`src/rtl/blink_pkg.sv`:
```
// Shared types and default widths for the LED blink sequencer.
package blink_pkg;

  typedef enum logic [1:0] {
    IDLE = 2'd0,
    ON   = 2'd1,
    OFF  = 2'd2
  } blink_state_t;

  localparam int DUR_W_DEF = 8;
  localparam int CNT_W_DEF = 4;

endpackage

```
`src/rtl/tick_gen.sv`:
```
// Tick prescaler: free-running 0..CLK_TICKS-1 counter, o_tick on the last count.
// i_clear restarts the phase so the first tick lands CLK_TICKS cycles later.
module tick_gen #(
  parameter int CLK_TICKS = 1000
) (
  input  logic i_clk,
  input  logic i_rst,
  input  logic i_clear,
  output logic o_tick
);

  localparam int CW = (CLK_TICKS > 1) ? $clog2(CLK_TICKS) : 1;
  localparam logic [CW-1:0] LAST = CW'(CLK_TICKS - 1);

  logic [CW-1:0] cnt;

  always_ff @(posedge i_clk) begin
    if (i_rst || i_clear) begin
      cnt <= '0;
    end else if (cnt == LAST) begin
      cnt <= '0;
    end else begin
      cnt <= cnt + 1'b1;
    end
  end

  assign o_tick = (cnt == LAST);

endmodule

```
`src/rtl/blink_sequencer.sv`:
```
// LED blink burst sequencer: count blinks of programmable on/off tick lengths.
// Optional abort input is built when BLINK_SEQ_ABORT_EN is defined.
module blink_sequencer
  import blink_pkg::*;
#(
  parameter int CLK_TICKS = 1000,
  parameter int DUR_W     = DUR_W_DEF,
  parameter int CNT_W     = CNT_W_DEF
) (
  input  logic             i_clk,
  input  logic             i_rst,
  input  logic             i_start,
  input  logic [DUR_W-1:0] i_on_ticks,
  input  logic [DUR_W-1:0] i_off_ticks,
  input  logic [CNT_W-1:0] i_count,
`ifdef BLINK_SEQ_ABORT_EN
  input  logic             i_abort,
`endif
  output logic             o_busy,
  output logic             o_done,
  output logic             o_led
);

  // Handshake: i_start is a one-cycle request honoured only while o_busy is
  // low; o_busy stays high for the whole burst and o_done pulses once as it falls.

  blink_state_t state, state_nxt;
  logic [DUR_W-1:0] on_lat, on_nxt, off_lat, off_nxt;
  logic [DUR_W-1:0] dur_cnt, dur_nxt, dur_inc;
  logic [CNT_W-1:0] rem, rem_nxt;
  logic led, led_nxt, busy, busy_nxt, done, done_nxt;
  logic tick, clear;

  tick_gen #(.CLK_TICKS(CLK_TICKS)) u_tick_gen (
    .i_clk   (i_clk),
    .i_rst   (i_rst),
    .i_clear (clear),
    .o_tick  (tick)
  );

  always_ff @(posedge i_clk) begin
    if (i_rst) begin
      state   <= IDLE;
      on_lat  <= '0;
      off_lat <= '0;
      dur_cnt <= '0;
      rem     <= '0;
      led     <= 1'b0;
      busy    <= 1'b0;
      done    <= 1'b0;
    end else begin
      state   <= state_nxt;
      on_lat  <= on_nxt;
      off_lat <= off_nxt;
      dur_cnt <= dur_nxt;
      rem     <= rem_nxt;
      led     <= led_nxt;
      busy    <= busy_nxt;
      done    <= done_nxt;
    end
  end

  always_comb begin
    state_nxt = state;
    on_nxt    = on_lat;
    off_nxt   = off_lat;
    dur_nxt   = dur_cnt;
    rem_nxt   = rem;
    led_nxt   = led;
    busy_nxt  = busy;
    done_nxt  = 1'b0;
    clear     = 1'b0;
    dur_inc   = dur_cnt + 1'b1;

    case (state)
      IDLE: begin
        led_nxt  = 1'b0;
        busy_nxt = 1'b0;
        if (i_start) begin
          clear = 1'b1;
          if (i_count != '0) begin
            // Zero durations are stored as one tick so the equality compare always terminates.
            on_nxt    = (i_on_ticks == '0) ? DUR_W'(1) : i_on_ticks;
            off_nxt   = (i_off_ticks == '0) ? DUR_W'(1) : i_off_ticks;
            rem_nxt   = i_count;
            dur_nxt   = '0;
            state_nxt = ON;
            led_nxt   = 1'b1;
            busy_nxt  = 1'b1;
          end else begin
            done_nxt = 1'b1;
          end
        end
      end
      ON: begin
        if (tick) begin
          if (dur_inc == on_lat) begin
            dur_nxt   = '0;
            state_nxt = OFF;
            led_nxt   = 1'b0;
          end else begin
            dur_nxt = dur_inc;
          end
        end
      end
      OFF: begin
        if (tick) begin
          if (dur_inc == off_lat) begin
            dur_nxt = '0;
            if (rem == CNT_W'(1)) begin
              rem_nxt   = '0;
              state_nxt = IDLE;
              busy_nxt  = 1'b0;
              done_nxt  = 1'b1;
            end else begin
              rem_nxt   = rem - 1'b1;
              state_nxt = ON;
              led_nxt   = 1'b1;
            end
          end else begin
            dur_nxt = dur_inc;
          end
        end
      end
      default: begin
        state_nxt = IDLE;
        led_nxt   = 1'b0;
        busy_nxt  = 1'b0;
      end
    endcase

`ifdef BLINK_SEQ_ABORT_EN
    if (i_abort && (state != IDLE)) begin
      state_nxt = IDLE;
      dur_nxt   = '0;
      rem_nxt   = '0;
      led_nxt   = 1'b0;
      busy_nxt  = 1'b0;
      done_nxt  = 1'b0;
    end
`endif
  end

  assign o_led  = led;
  assign o_busy = busy;
  assign o_done = done;

endmodule

```
`config.mk`:
```
export PLATFORM = sky130hd
export DESIGN_NAME = blink_sequencer
export DESIGN_NICKNAME = d
export VERILOG_FILES = /design/src/rtl/blink_pkg.sv /design/src/rtl/tick_gen.sv /design/src/rtl/blink_sequencer.sv
export SDC_FILE = /design/constraint.sdc
export NUM_CORES = 1
export LEC_CHECK = 0
export ABC_CLOCK_PERIOD_IN_PS = 5500
export CAP_MARGIN = 20
export CORE_UTILIZATION = 35
export DETAILED_ROUTE_END_ITERATION = 12
export PLACE_DENSITY = 0.57
export SYNTH_ARGS = -nofsm -noshare
export SYNTH_HDL_FRONTEND = slang
export SYNTH_SLANG_ARGS = --single-unit
```
`constraint.sdc`:
```
create_clock -name i_clk -period 5.5 [get_ports i_clk]
set_clock_uncertainty 0.2 [all_clocks]
set_input_delay 0.825 -clock i_clk [delete_from_list [all_inputs] [get_ports i_clk]]
set_output_delay 0.825 -clock i_clk [all_outputs]
set_load 0.02 [all_outputs]
```
==> qor.yml <==
run_status:
  status: "complete, no violations"
layout:
  layout-drive-gt1-share_pct: 5.59
  stdcell_count: 418
  final_core_util_pct: 42.2
  area_delta_synth_final_pct: 16.7
  num-nets-final: 353
  diodes: 0
logic_synthesis:
  ys_warn_count: 0
  synth_fp_nets: 335
  netlist_area_um2: 2450
  ys_seq_area_share_pct: 35.1
  synth_ff_type: "dfxtp_1"
  synth_edf_count: 0
  yosysUniqueCellTypes: 52
  postSynthCellCount: 303
  async_flop_share_pct: 0
  syn_avg_cell_area_um2: 8.10
  ys_ff_latch: 43
sta:
  fmax_mhz: 311
  rsz0062_at_grt: "false"
  finalSetupViolCount: 0
  worst_pin_slew_ps: 969
  slew_viol_final: 0
  min_period_ps: 3210
  post-route-period-util_pct: 58.4
  setup_tns_ps: 0
  maxSlewHeadroom_pct: 35.4
  fin_hold_ws_ps: 265
  hold_violations: 0
clocking:
  cts_hold_buffers: 0
  cts_setup_buffers: 0
  cts.reportedPaths.clkPinSlew_ps: 90
  clock-sinks: 43
  clk_latency_ps: 300
  cts-root-buf: "clkbuf_8"
  cts.path.max_buffers: 2
  cts_tree: "built"
  cts.repair.resized: 0
  cts_buffers: 5
  cts_max_level: 2
critical_path:
  critPathKind: "reg2reg"
  critical_path.cell_chain: "ha_1, nand3_1, xnor2_1, nand3_1, o41a_1, or2_4, or4_1, a21oi_1"
  critPathMaxStageDelay_ps: 590
  slowest_stage: "o41a_1"
  endpoint_kind: "flop"
  cp_common_cell: "nand3_1"
  arrival_ps: 3250
  required_ps: 5540
  worstSetupStartpointType: "flop"
  worst-path-max-fanout: 10
pwr:
  clkPwrFrac_pct: 25.9
  power.density_nw_per_um2: 352
  power_leakage_nw: 1.08
  internal-power_mw: 0.653
  power_frac_comb_pct: 34.7
  peakVddDrop_v: 0.000149
  power.switching_mw: 0.355
  seqPwrFrac_pct: 39.4
  totalPowerFinal_mw: 1.01
  p_sw_share_pct: 35.2
floorplan:
  rows: 30
  die-width_um: 85.8
  dieArea_um2: 7350
  io_pins: 26
  initial_utilization_pct: 36.1
  core-area_um2: 6790
  fp.dieH_um: 85.8
detailed_routing:
  wl_per_cell_um: 12.9
  drt_first_pass_iters: 4
  vias: 2134
  drt_iter0_drc: 167
  route.detailed.drc: 0
  ant_nets: 0
  routed_wl_um: 5390
  viasPerCell: 5.11
global_route:
  antenna_found_initial: 0
  met1_usage_pct: 21.2
  grtUsageMet3_pct: 3.18
  use_met2_pct: 25.2
  grt_first_pass_wirelength_um: 9190
  grt_max_degree: 31
  overflow: 0
  top_usage_layer: "met2"
  grt_pass1_vias: 1985
  track_usage_pct: 15.6
placement:
  dpl.hpwl_um: 3950
  gp_congestion: 0.796
  dpl.cell_count: 410
  place.port_buffers: 25
min_path:
  hp-class: "reg2reg"
flow_run:
  maxCapViolations: 0
## sequential cells by signal, indices dropped and copies added, names as in the netlist
register and count:
rem 4, dur_cnt 8, o_busy 1, o_done 1, state 2, o_led 1
on_lat 8, off_lat 8, u_tick_gen.cnt 10
## power by group through the flow
stage | combinational (mW) | sequential, mW | clock (mW)
detailed placement | 0.350 | 0.405 | 0
global route | 0.395 | 0.404 | 0.280
floorplan | 0.266 | 0.399 | 0
finish | 0.350 | 0.397 | 0.261
global placement | 0.347 | 0.404 | 0
CTS | 0.352 | 0.398 | 0.265
## path summary, 6_finish.rpt
| check | endpoint | cells past startpoint | slack (ps) | start |
|---|---|---|---|---|
| hold reg to reg | u_tick_gen.cnt[0]$_SDFF_PP0_ | 1 | 270 | u_tick_gen.cnt[0]$_SDFF_PP0_ |
| setup / recovery | state[0]$_SDFFE_PP0P_ | 8 | 2290 | dur_cnt[0]$_SDFFE_PP0P_ |
| setup reg to reg | state[0]$_SDFFE_PP0P_ | 8 | 2290 | dur_cnt[0]$_SDFFE_PP0P_ |
| hold / removal | u_tick_gen.cnt[0]$_SDFF_PP0_ | 1 | 270 | u_tick_gen.cnt[0]$_SDFF_PP0_ |
## cells in the final DEF, fill, tap and decap left out, types with 2 or more instances in the layout
cell type	Yosys	layout
nand3_2	2	2
nor3_1	9	9
nand4_1	3	3
inv_1	8	8
o22ai_1	2	2
nand3_1	9	9
nor4_1	2	2
or4_1	4	4
ha_1	9	9
clkbuf_8	0	6
xor2_1	13	13
o21a_1	3	3
a211o_1	2	2
or3_1	4	4
o221ai_1	6	6
nand2_1	49	49
o41ai_1	2	2
dfxtp_1	43	43
buf_4	0	2
xnor2_1	11	11
o21ai_0	9	9
and3_1	4	4
a21oi_1	24	24
nor2_1	25	25
nor2b_1	10	10
clkdlybuf4s50_1	0	25
and2_1	3	3
o21ai_1	3	3
a211oi_1	5	5
## critical path: cells and delay by family, from the launching register on
family	cells	cell delay, ps
adder cells (fa/ha/maj)	1	360
flip-flops	1	530
AND/OR/NAND/NOR	4	1100
XOR/XNOR	1	230
AO/OA/AOI/OAI	2	730
## stage by stage
stage          area, um2  setup WS [ps]
6_report            2870           2290
3_3_place_gp        2750           2320
3_5_place_dp        2750           2230
5_1_grt             2870           2100
4_1_cts             2870           2300
2_1_floorplan       2450           2810
## synthesized netlist by cell type, types with 3 or more instances
| cell type | instances | area (um2) |
|---|---|---|
| nand3_1 | 9 | 45.0 |
| clkbuf_1 | 10 | 37.5 |
| a211oi_1 | 5 | 37.5 |
| o21a_1 | 3 | 22.5 |
| and2_1 | 3 | 18.8 |
| xor2_1 | 13 | 114 |
| inv_1 | 8 | 30.0 |
| nor2_1 | 25 | 93.8 |
| nor2b_1 | 10 | 62.6 |
| buf_6 | 4 | 45.0 |
| o21ai_1 | 3 | 15.0 |
| xnor2_1 | 11 | 96.3 |
| or3_1 | 4 | 25.0 |
| o221ai_1 | 6 | 52.6 |
| o21ai_0 | 9 | 45.0 |
| and3_1 | 4 | 25.0 |
| nand2_1 | 49 | 184 |
| ha_1 | 9 | 113 |
| a21oi_1 | 24 | 120 |
| nor3_1 | 9 | 45.0 |
| nand4_1 | 3 | 18.8 |
| dfxtp_1 | 43 | 861 |
| or4_1 | 4 | 30.0 |
## per-layer routing
layer / share of wire (%) / vias to the layer above
met5: 0 / -
met4: 0.96 / 0
met3: 3.6 / 4
met2: 45 / 37
met1: 51 / 990
li1: - / 1103
## final cells by class
class | instances | area [um2]
Multi-Input combinational cell | 236 | 1470
Inverter | 8 | 30.0
Fill cell | 715 | 3930
Tap cell | 96 | 120
Sequential cell | 43 | 861
Timing Repair Buffer | 27 | 265
Clock buffer | 6 | 82.6
Clock inverter | 2 | 35.0
## cells by family (layout without fill, tap and decap cells)
family | Yosys count | after routing | share of synthesized area, %
adders and majority gates | 9 | 9 | 4.59
buffers and inverters | 24 | 43 | 5.00
DFF | 43 | 43 | 35.1
AOI/OAI and AO/OA | 65 | 65 | 17.4
muxes | 1 | 1 | 0.408
xor gates and xnor gates | 25 | 25 | 9.53
and+or+nand+nor | 136 | 136 | 28.0
Power figures use the tool's default switching activity.
